[config.mk]
export PLATFORM = sky130hd
export DESIGN_NAME = issue_hazard_unit
export DESIGN_NICKNAME = d
export VERILOG_FILES = /design/src/rtl/issue_hazard_unit.sv
export SDC_FILE = /design/constraint.sdc
export NUM_CORES = 1
export LEC_CHECK = 0
export ABC_CLOCK_PERIOD_IN_PS = 2250
export BUFFER_PORTS_ARGS = -buffer_cell sky130_fd_sc_hd__buf_2
export CAP_MARGIN = 20
export CORE_UTILIZATION = 38
export CTS_CLUSTER_SIZE = 16
export DETAILED_ROUTE_END_ITERATION = 8
export PLACE_DENSITY = 0.7
export SYNTH_ARGS = -nofsm -noshare
export SYNTH_HDL_FRONTEND = slang
export SYNTH_SLANG_ARGS = --single-unit
[constraint.sdc]
create_clock -name clk -period 2.25 [get_ports clk]
set_clock_uncertainty 0.05 [all_clocks]
set_input_delay 0.1125 -clock clk [delete_from_list [all_inputs] [get_ports clk]]
set_output_delay 0.1125 -clock clk [all_outputs]
set_load 0.01 [all_outputs]
[src/rtl/issue_hazard_unit.sv]
// issue_hazard_unit: ID-stage read-after-write hazard detector for the
// 5-stage pipeline without forwarding. It tracks the destination registers
// of in-flight instructions and raises ST while an ID source register
// depends on the EX or MEM stage.
//
// Optional feature: define STALL_CNT_EN to build a saturating count of
// stall cycles on stall_cnt. When it is undefined, stall_cnt is tied to 0.
//
// The scoreboard is {wr, rd} per stage. Only EX and MEM are ever consulted
// because the register file writes in the first half of the cycle and reads
// in the second. For that reason an entry retires when it leaves MEM, and no
// WB copy is kept.

module issue_hazard_unit #(
  parameter int REG_AW = 4,
  parameter int CNT_W  = 16
) (
  input  logic              clk,
  input  logic              rst_n,
  input  logic              id_valid,
  input  logic [3:0]        id_opcode,
  input  logic [REG_AW-1:0] id_rd,
  input  logic [REG_AW-1:0] id_rs1,
  input  logic [REG_AW-1:0] id_rs2,
  input  logic              flush,
  output logic              ST,
  output logic              if_hold,
  output logic              hz_ex,
  output logic              hz_mem,
  output logic [CNT_W-1:0]  stall_cnt
);

  typedef struct packed {
    logic              wr;
    logic [REG_AW-1:0] rd;
  } sb_entry_t;

  sb_entry_t sb_ex;
  sb_entry_t sb_mem;

  logic use_rs1;
  logic use_rs2;
  logic id_writes;

  // Decode which source operands the ID opcode reads and whether it writes rd
  always_comb begin
    use_rs1   = 1'b0;
    use_rs2   = 1'b0;
    id_writes = 1'b0;
    case (id_opcode)
      4'b0000: begin
        use_rs1 = 1'b1;
        use_rs2 = 1'b1;
      end
      4'b0001, 4'b0011, 4'b1111: begin
        use_rs1   = 1'b1;
        use_rs2   = 1'b1;
        id_writes = 1'b1;
      end
      4'b0111: begin
        use_rs1   = 1'b1;
        id_writes = 1'b1;
      end
      default: begin
        use_rs1   = 1'b0;
        use_rs2   = 1'b0;
        id_writes = 1'b0;
      end
    endcase
  end

  // The hazard test is purely combinational so that ST is valid in the same cycle
  assign hz_ex  = id_valid & sb_ex.wr &
                  ((use_rs1 & (id_rs1 == sb_ex.rd)) | (use_rs2 & (id_rs2 == sb_ex.rd)));
  assign hz_mem = id_valid & sb_mem.wr &
                  ((use_rs1 & (id_rs1 == sb_mem.rd)) | (use_rs2 & (id_rs2 == sb_mem.rd)));

  assign ST      = hz_ex | hz_mem;
  assign if_hold = ST;

  // Advance the scoreboard; a stall or an empty ID slot injects a bubble into EX
  always_ff @(posedge clk or negedge rst_n) begin
    if (!rst_n) begin
      sb_ex  <= '0;
      sb_mem <= '0;
    end else if (flush) begin
      sb_ex  <= '0;
      sb_mem <= '0;
    end else begin
      sb_mem <= sb_ex;
      if (ST || !id_valid) begin
        sb_ex <= '0;
      end else begin
        sb_ex <= '{wr: id_writes, rd: id_rd};
      end
    end
  end

`ifdef STALL_CNT_EN
  logic [CNT_W-1:0] cnt_q;

  // Count stalled edges, excluding those that a flush discards, and saturate at all-ones
  always_ff @(posedge clk or negedge rst_n) begin
    if (!rst_n) begin
      cnt_q <= '0;
    end else if (ST && !flush && (cnt_q != {CNT_W{1'b1}})) begin
      cnt_q <= cnt_q + CNT_W'(1);
    end
  end

  assign stall_cnt = cnt_q;
`else
  assign stall_cnt = '0;
`endif

endmodule

==> metrics.txt, run 1 <==
synth top area cells=dfrtp_1 34%, xor2_1 19%, buf_4 18%; worst-path cell chain=xor2_1 -> nor4_1 -> a22oi_1 -> o22ai_2 -> buf_2; dominant cell type by area after synthesis=dfrtp_1; sequential area share after synthesis=roughly a third; # rows=15; post-synthesis cell count=78; vias in the first global route=484; LEAKAGE=0.456 nW; ys flop type=dfrtp_1; Layout area overhead=15.5%; Clock Sinks=10; share of cells above drive strength 1=30.1%; FILL cells=171; I/O pin cnt=40; area occupied by multi-input gates=a little over 400 sq um; CP peak stage delay=0.42 ns; First-pass DRT Iterations=4; final-report setup violation count=0; GRT Total Usage=a little over an eighth; WP buf/inv=1; Max H-tree Level=1; Overflow after GRT=0; max-cap violation count=0; Hold WC Path Type=primary input to flip-flop; register area=between 200 and 300 sq um; kind of cell adding the most delay to the critical path=compound AO/OA/AOI/OAI gates; PwrDens=500 nW/um^2; count leader, synth=buf_4; fin area=847 sq um; Starting Density=~42%; Final Cycle Share=90.8%; DIE HEIGHT=45.9 microns; maximum VDD drop=0.000308 V; Slew Viols, Final=0; final wirelength=between 1 and 1.5 mm; r2r setup slk=~0.54 ns; crit path DAT=1.88 ns; most frequent cells after synthesis=18 x buf_4, 16 x xor2_1, 10 x dfrtp_1, 6 x nand2_1, 5 x nor2b_1; Worst Path Required=~2.1 ns; drt wl/cell=9.31 microns; CP Class=flip-flop to output port; Worst path slowest cell=dfrtp_1; Initial DRC Count=5; unrepaired setup endpoints after global routing=no; Syn Std Cell Area=733 sq um; Clock Pin Slew Worst Setup and Hold Paths=0.06 ns; Post-layout nets=around 120; Synth top area share=34.1%; synth warn=0; gpl congestion=roughly 0.78; post-route ant nets=0; minimum clock period after layout=2.04 ns; diodes inserted=0; TritonCTS clock tree=built; post-synth cell types=19; drt via density=4.27; M2 GR Usage=19.7%; Post-synth EDFFs=0; GRT busiest layer=met2; Startpoint Class=flip-flop; first-pass GRT wire length=~1.9 mm; met3 Use GR=2.38%; Die W=45.9 microns; Clk Tree Root Cell=clkbuf_4; Max clock buf depth=2; cts bufs inserted=3; Synth async-reset ratio=100%; Worst-Skew Late Latency=between 0.2 and 0.3 ns; Fmax=489 MHz; DRC=0; post-DP HPWL=about 1 mm; Yosys reg bits=10; status=finished clean; # port buffers=23; die area=2110 sq um; largest net degree at the start of global routing=11; Area after DPL=801 sq um; endpoints failing hold=0; total negative slack=0 ns; total core area=1760 sq um; worst-path maximum fanout=7; mean area per synthesized cell=9.40 sq um; met1 Resource Use GR=17.6%; initial antenna violation count=0; via count=547; crit path capture type=output port
-- routing by layer --
| layer | vias to the layer above | part of all wire (%) |
|---|---|---|
| met5 | - | 0 |
| met4 | 0 | 0.67 |
| met3 | 2 | 5.3 |
| met2 | 28 | 47 |
| met1 | 241 | 47 |
| li1 | 276 | - |
-- through the flow --
stage | total power (W) | cells | setup WS (ns) | hold slack, ns | utilization, %
2_1_floorplan | 0.000259 | 93 | 0.656 | -0.233 | -
4_1_cts | 0.000432 | 128 | 0.195 | 0.00466 | 48.0
3_3_place_gp | 0.000269 | 123 | 0.554 | -0.0698 | 45.4
5_1_grt | 0.000454 | 128 | 0.0577 | 0.0178 | 48.0
3_5_place_dp | 0.000270 | 123 | 0.481 | -0.0729 | 45.4
6_report | 0.000423 | 128 | 0.207 | 0.0201 | 48.0
-- repair_timing --
item / in CTS / in global routing
endpoints found under the setup margin: 0 / 0
resized for setup: 0 / 0
hold buffers: 1 / 0
buffers inserted: 0 / 0
hold endpoints to repair: 10 / 0
-- logic make-up (layout without fill, tap and decap cells) --
logic type      Yosys count  in the layout  synth area share (%)
flops                    10             10                  34.1
xor+xnor                 16             16                  19.1
simple gates             29             29                  23.4
compound gates            4              4                  4.44
buf+inv                  18             28                  18.4
other cells               1             16                 0.511
-- layout make-up --
type / instances / share of cell area (%)
clock buffers: 4 / 4.28
multi-input cells: 65 / 47.7
flip-flops and latches: 10 / 29.5
well taps: 25 / 3.69
repair buffers: 24 / 14.8
-- registers in the layout, summed over array words and instances (netlist names) --
register,flops
sb_mem,5
sb_ex,5
-- final timing paths --
kind	start	to	cells past startpoint
worst max-delay path	sb_ex[0]$_DFF_PN0_	if_hold	5
max in group asynchronous	rst_n	sb_mem[3]$_DFF_PN0_	2
worst min register to register	sb_ex[4]$_DFF_PN0_	sb_mem[4]$_DFF_PN0_	1
min in group asynchronous	rst_n	sb_mem[2]$_DFF_PN0_	2
worst max register to register	sb_ex[0]$_DFF_PN0_	sb_ex[1]$_DFF_PN0_	5
worst min-delay path	id_rd[2]	sb_ex[2]$_DFF_PN0_	3
-- worst min-delay path, stage by stage --
cell	delay, ns
buf_2	0.09
nand2_1	0.05
nor3_1	0.04
-- report_power, final --
group / leakage [nW] / internal, W / switching (W)
Clock: 0.0210 / 0.0000981 / 0.0000580
Combinational: 0.299 / 0.0000324 / 0.0000446
Sequential: 0.136 / 0.000185 / 0.00000492
Total: 0.456 / 0.000316 / 0.000108
-- cells in the final DEF, fill, tap and decap left out, types with 2 or more instances in the layout --
| cell | instances |
|---|---|
| and2b_1 | 2 |
| nor2_1 | 2 |
| nor3_1 | 4 |
| nor2b_1 | 5 |
| conb_1 | 16 |
| a22oi_1 | 2 |
| xor2_1 | 16 |
| nor4_1 | 4 |
| dfrtp_1 | 10 |
| nand2_1 | 6 |
| clkbuf_4 | 3 |
| buf_2 | 23 |
Note: power is estimated with default switching activity, not from simulation.
==> run 2, diff against run 1 <==
--- a/config.mk
+++ b/config.mk
@@ -9,8 +9,9 @@
 export BUFFER_PORTS_ARGS = -buffer_cell sky130_fd_sc_hd__buf_2
 export CAP_MARGIN = 20
 export CORE_UTILIZATION = 38
-export CTS_CLUSTER_SIZE = 16
+export CTS_CLUSTER_SIZE = 30
 export DETAILED_ROUTE_END_ITERATION = 8
+export MAX_ROUTING_LAYER = met4
 export PLACE_DENSITY = 0.7
 export SYNTH_ARGS = -nofsm -noshare
 export SYNTH_HDL_FRONTEND = slang
==> run 2 against run 1 <==
Clock power hardly changed. Count of clock-buffer cells in the layout stayed put. Routed wire length stayed put. Register-to-register slack hardly changed. Cell count stayed put. Critical path depth stayed put. Non-clock buffer count stayed put. Core utilization stayed put. Global-route usage is 0.40 points higher. Via count stayed put. Final area stayed put. Die area stayed put.
==> metrics.txt, run 2 (same netlist as run 1, synthesis figures left out) <==
status=finished clean (unchanged); Worst-Skew Late Latency=0.26 ns (about the same); diodes inserted=0 (unchanged); total negative slack=0 ns (unchanged); R2R depth=5 (unchanged); crit path capture type=output port (unchanged); endpoints failing hold=0 (unchanged); GRT Total Usage=14.0% (was 13.6%); via count=547 (unchanged); Hold WC Path Type=primary input to flip-flop (unchanged); final wirelength=1.19 mm (unchanged); Worst path slowest cell=dfrtp_1 (unchanged); WP buf/inv=1 (unchanged); Overflow after GRT=0 (unchanged); PwrDens=500 nW/um^2 (about the same); Tot Pwr=0.000423 W (about the same); Largest regs=sb_ex x5, sb_mem x5 (unchanged); leading cell type in the layout, fill and taps excluded=buf_2 (unchanged); DRC=0 (unchanged); # port buffers=23 (unchanged); CP peak stage delay=0.42 ns (about the same); die area=2110 sq um (unchanged); Final Cycle Share=90.8% (about the same); Clock Sinks=10 (unchanged); # rows=15 (unchanged); Starting Density=41.6% (unchanged); drt wl/cell=9.31 microns (unchanged); Clk Tree Root Cell=clkbuf_4 (unchanged); CP endpoint=if_hold (unchanged); worst-path cell chain=xor2_1 -> nor4_1 -> a22oi_1 -> o22ai_2 -> buf_2 (unchanged); Max H-tree Level=1 (unchanged); LEAKAGE=0.456 nW (unchanged); DIE HEIGHT=45.9 microns (unchanged); Startpoint Class=flip-flop (unchanged); crit path DAT=1.88 ns (about the same); Power Internal=0.000316 W (about the same); post-route ant nets=0 (unchanged); Fmax=489 MHz (about the same); CP startpoint=sb_ex[0]$_DFF_PN0_ (unchanged); minimum clock period after layout=2.04 ns (about the same); First-pass DRT Iterations=4 (unchanged); r2r setup slk=0.54 ns (about the same); Clock Pin Slew Worst Setup and Hold Paths=0.06 ns (about the same); worst-path maximum fanout=7 (unchanged); cts bufs inserted=3 (unchanged); post-DP HPWL=1.00 mm (unchanged); Clk pwr share=36.9% (about the same); Die W=45.9 microns (unchanged); initial antenna violation count=0 (unchanged); vias in the first global route=483 (was 484); CP Class=flip-flop to output port (unchanged); Psw=0.000108 W (about the same); Worst Path Required=2.09 ns (about the same); first-pass GRT wire length=1.94 mm (unchanged); worst r2r src=sb_ex[0]$_DFF_PN0_ (unchanged); commonest cells after routing, fill and taps aside=23 x buf_2, 16 x xor2_1, 16 x conb_1 (unchanged); share of cells above drive strength 1=30.1% (unchanged); Slew Viols, Final=0 (unchanged); drt via density=4.27 (unchanged); Crit path depth=5 (unchanged); Post-layout nets=124 (unchanged); largest net degree at the start of global routing=11 (unchanged); maximum VDD drop=0.000308 V (about the same); Gate power share=18.2% (about the same); unrepaired setup endpoints after global routing=no (unchanged); gpl congestion=0.793 (was 0.783); max-cap violation count=0 (unchanged); Flop pwr share=44.9% (about the same); TritonCTS clock tree=built (unchanged); Layout area overhead=15.5% (unchanged); Initial DRC Count=5 (unchanged); Sw Ratio=25.4% (about the same); I/O pin cnt=40 (unchanged); kind of cell adding the most delay to the critical path=compound AO/OA/AOI/OAI gates (unchanged); RR Endpoint=sb_ex[1]$_DFF_PN0_ (unchanged); final-report setup violation count=0 (unchanged); Post-CTS Repair Setup Buffers=0 (unchanged); Max clock buf depth=2 (unchanged); total core area=1760 sq um (unchanged)
-- run 2: how the worst min path moves through the flow --
stage	slack, ns	cells past startpoint	startpoint	to
final	0.02	3	id_rd[2]	sb_ex[2]$_DFF_PN0_
after global routing	0.02	3	id_rd[0]	sb_ex[0]$_DFF_PN0_
after detailed placement	-0.07	1	rst_n	sb_ex[4]$_DFF_PN0_
after global placement	-0.07	1	rst_n	sb_ex[4]$_DFF_PN0_
after floorplan	-0.23	0	rst_n	sb_ex[0]$_DFF_PN0_
after CTS	0.005	3	id_rd[3]	sb_ex[3]$_DFF_PN0_
-- run 2: final cells by class --
| type | count | area [sq um] |
|---|---|---|
| clock buffers | 4 | 36.3 |
| flip-flops and latches | 10 | 250 |
| repair buffers | 24 | 125 |
| fillers | 171 | 917 |
| well taps | 25 | 31.3 |
| multi-input cells | 65 | 404 |
-- run 2: worst register-to-register path, cell delays in order (launching register included) --
cell,delay (ns)
dfrtp_1,0.42
xor2_1,0.16
nor4_1,0.34
a22oi_1,0.17
o22ai_2,0.33
nor3_1,0.11
-- run 2: routing by layer --
| layer | GRT usage (%) | wire length (microns) |
|---|---|---|
| met4 | 10.6 | 8 |
| met3 | 2.38 | 63 |
| met5 | - | 0 |
| met1 | 17.6 | 557 |
| met2 | 19.7 | 563 |
-- run 2: power groups by stage --
stage / logic, W / clock network (W) / registers [W]
4_1_cts: 0.0000778 / 0.000164 / 0.000190
2_1_floorplan: 0.0000667 / 0 / 0.000193
3_5_place_dp: 0.0000762 / 0 / 0.000194
3_3_place_gp: 0.0000750 / 0 / 0.000194
5_1_grt: 0.0000879 / 0.000176 / 0.000191
6_report: 0.0000771 / 0.000156 / 0.000190
-- run 2: stage by stage --
step	util, %	hold slack [ns]	cells	instance area [sq um]	setup slack (ns)
6_report	48.0	0.0201	128	847	0.206
4_1_cts	48.0	0.00466	128	847	0.195
5_1_grt	48.0	0.0178	128	847	0.0577
3_3_place_gp	45.4	-0.0698	123	801	0.554
2_1_floorplan	-	-0.233	93	790	0.656
3_5_place_dp	45.4	-0.0729	123	801	0.481
-- run 2: what timing repair did --
item | 4_1_cts | 5_1_grt
endpoints found under the hold margin | 10 | 0
hold buffers | 1 | 0
resized for setup | 0 | 0
==> run 3, diff against run 2 <==
--- a/config.mk
+++ b/config.mk
@@ -13,6 +13,7 @@
 export DETAILED_ROUTE_END_ITERATION = 8
 export MAX_ROUTING_LAYER = met4
 export PLACE_DENSITY = 0.7
+export REMOVE_ABC_BUFFERS = 1
 export SYNTH_ARGS = -nofsm -noshare
 export SYNTH_HDL_FRONTEND = slang
 export SYNTH_SLANG_ARGS = --single-unit
==> run 3 against run 2 <==
First-iteration DRC count grew 20%. Largest cell class unchanged. Clock power is essentially flat. Critical path type unchanged. Non-clock buffer count unchanged. Highest routed layer is now met3. Die area unchanged. Via count rose by 3.1%. Register-to-register slack is essentially flat. Final area is the same. Cell count stayed put. Sequential share of layout area did not move. Worst hold slack barely moved.
==> metrics.txt, run 3 (same netlist as run 1, synthesis figures left out) <==
LEAKAGE=0.456 nW (unchanged); drt via density=4.41 (was 4.27); Clock Sinks=10 (unchanged); Initial DRC Count=6 (was 5); Clock Pin Slew Worst Setup and Hold Paths=0.07 ns (was 0.06 ns); Starting Density=41.6% (unchanged); Hold WC Path Type=primary input to flip-flop (unchanged); Layout area overhead=15.5% (unchanged); Tot Pwr=0.000426 W (was 0.000423 W); R2R depth=5 (unchanged); TritonCTS clock tree=built (unchanged); status=finished clean (unchanged); share of cells above drive strength 1=30.1% (unchanged); Startpoint Class=flip-flop (unchanged); Worst-Skew Late Latency=0.26 ns (about the same); drt wl/cell=9.88 microns (was 9.31 microns); min-delay src=id_rd[3] (was id_rd[2]); commonest cells after routing, fill and taps aside=23 x buf_2, 16 x xor2_1, 16 x conb_1 (unchanged); Post-layout nets=124 (unchanged); gpl congestion=0.841 (was 0.793); cts repair resizes=0 (unchanged); unrepaired setup endpoints after global routing=no (unchanged); max-cap violation count=0 (unchanged); largest net degree at the start of global routing=11 (unchanged); total core area=1760 sq um (unchanged); endpoints failing hold=0 (unchanged); worst r2r src=sb_ex[0]$_DFF_PN0_ (unchanged); Largest regs=sb_ex x5, sb_mem x5 (unchanged); Max H-tree Level=1 (unchanged); post-route ant nets=0 (unchanged); Overflow after GRT=0 (unchanged); final-report setup violation count=0 (unchanged); minimum clock period after layout=2.06 ns (was 2.04 ns); GRT Total Usage=14.6% (was 14.0%); post-DP HPWL=1.08 mm (was 1.00 mm); DRC=0 (unchanged); Worst Path Required=2.09 ns (about the same); final wirelength=1.27 mm (was 1.19 mm); Hold Path Cell Cnt=3 (unchanged); cts bufs inserted=3 (unchanged); total negative slack=0 ns (unchanged); # rows=15 (unchanged); vias in the first global route=511 (was 483); r2r setup slk=0.53 ns (was 0.54 ns); crit path DAT=1.90 ns (was 1.88 ns); crit path capture type=output port (unchanged); # port buffers=23 (unchanged); PwrDens=503 nW/um^2 (was 500 nW/um^2); first-pass GRT wire length=2.11 mm (was 1.94 mm); diodes inserted=0 (unchanged); CP peak stage delay=0.41 ns (was 0.42 ns); CP Class=flip-flop to output port (unchanged); Worst path slowest cell=dfrtp_1 (unchanged); Slew Viols, Final=0 (unchanged); DIE HEIGHT=45.9 microns (unchanged); Fmax=485 MHz (was 489 MHz); leading cell type in the layout, fill and taps excluded=buf_2 (unchanged); Hold Crit Endpoint=sb_ex[3]$_DFF_PN0_ (was sb_ex[2]$_DFF_PN0_); Die W=45.9 microns (unchanged); die area=2110 sq um (unchanged); Final Cycle Share=91.7% (was 90.8%); initial antenna violation count=0 (unchanged); Max clock buf depth=2 (unchanged); via count=564 (was 547); worst-path cell chain=xor2_1 -> nor4_1 -> a22oi_1 -> o22ai_2 -> buf_2 (unchanged); Clk Tree Root Cell=clkbuf_4 (unchanged); I/O pin cnt=40 (unchanged); worst-path maximum fanout=7 (unchanged); maximum VDD drop=0.000356 V (was 0.000308 V); First-pass DRT Iterations=3 (was 4); RR Endpoint=sb_ex[2]$_DFF_PN0_ (was sb_ex[1]$_DFF_PN0_)
-- run 3: cell counts in the layout (fill, tap and decap cells not counted) --
No cell type changed its count.
-- run 3: how the worst max path moves through the flow --
stage / startpoint / endpoint / slack (ns)
final: sb_ex[0]$_DFF_PN0_ / if_hold / 0.19
after global routing: sb_ex[0]$_DFF_PN0_ / ST / 0.06
after CTS: sb_ex[0]$_DFF_PN0_ / ST / 0.21
after detailed placement: sb_ex[0]$_DFF_PN0_ / ST / 0.48
after global placement: sb_ex[0]$_DFF_PN0_ / ST / 0.55
after floorplan: sb_ex[0]$_DFF_PN0_ / sb_ex[0]$_DFF_PN0_ / 0.67
-- run 3: power by group --
part / total [W] / switching, W / internal, W
Combinational: 0.0000777 / 0.0000453 / 0.0000324
Sequential: 0.000190 / 0.00000517 / 0.000185
Clock: 0.000158 / 0.0000602 / 0.0000980
-- run 3: stage by stage --
step | setup slack, ns | area [sq um] | cells | hold WS, ns | util [%]
after floorplan | 0.673 | 654 | 75 | -0.233 | -
after global placement | 0.547 | 801 | 123 | -0.0692 | 45.4
after detailed placement | 0.480 | 801 | 123 | -0.0656 | 45.4
after CTS | 0.205 | 847 | 128 | 0.0183 | 48.0
after global routing | 0.0562 | 847 | 128 | 0.0241 | 48.0
final | 0.186 | 847 | 128 | 0.0200 | 48.0
-- run 3: area by class of cell --
type / count / area [sq um]
Multi-Input combinational cell: 65 / 404
Tap cell: 25 / 31.3
Timing Repair Buffer: 24 / 125
Fill cell: 182 / 917
Clock buffer: 4 / 36.3
Sequential cell: 10 / 250
-- run 3: repair_timing --
item | 4_1_cts | 5_1_grt
buffers inserted | 0 | 0
hold buffers | 1 | 0
endpoints found under the hold margin | 10 | 0
setup endpoints to repair | 0 | 0
-- run 3: per-layer routing --
metal / GRT usage (%) / share of wire, % / up-vias
li1: - / - / 274
met3: 3.57 / 6.5 / 0
met5: - / 0 / -
met4: 3.53 / 0 / 0
met2: 22.3 / 50 / 26
met1: 19.6 / 44 / 264
-- run 3: worst max-delay path, delay by kind of cell, from the launching register on --
kind / cells / cell delay [ns]
AOI/OAI and AO/OA: 2 / 0.52
xor gates and xnor gates: 1 / 0.16
buffers and inverters: 1 / 0.20
DFF: 1 / 0.41
and+or+nand+nor: 1 / 0.36
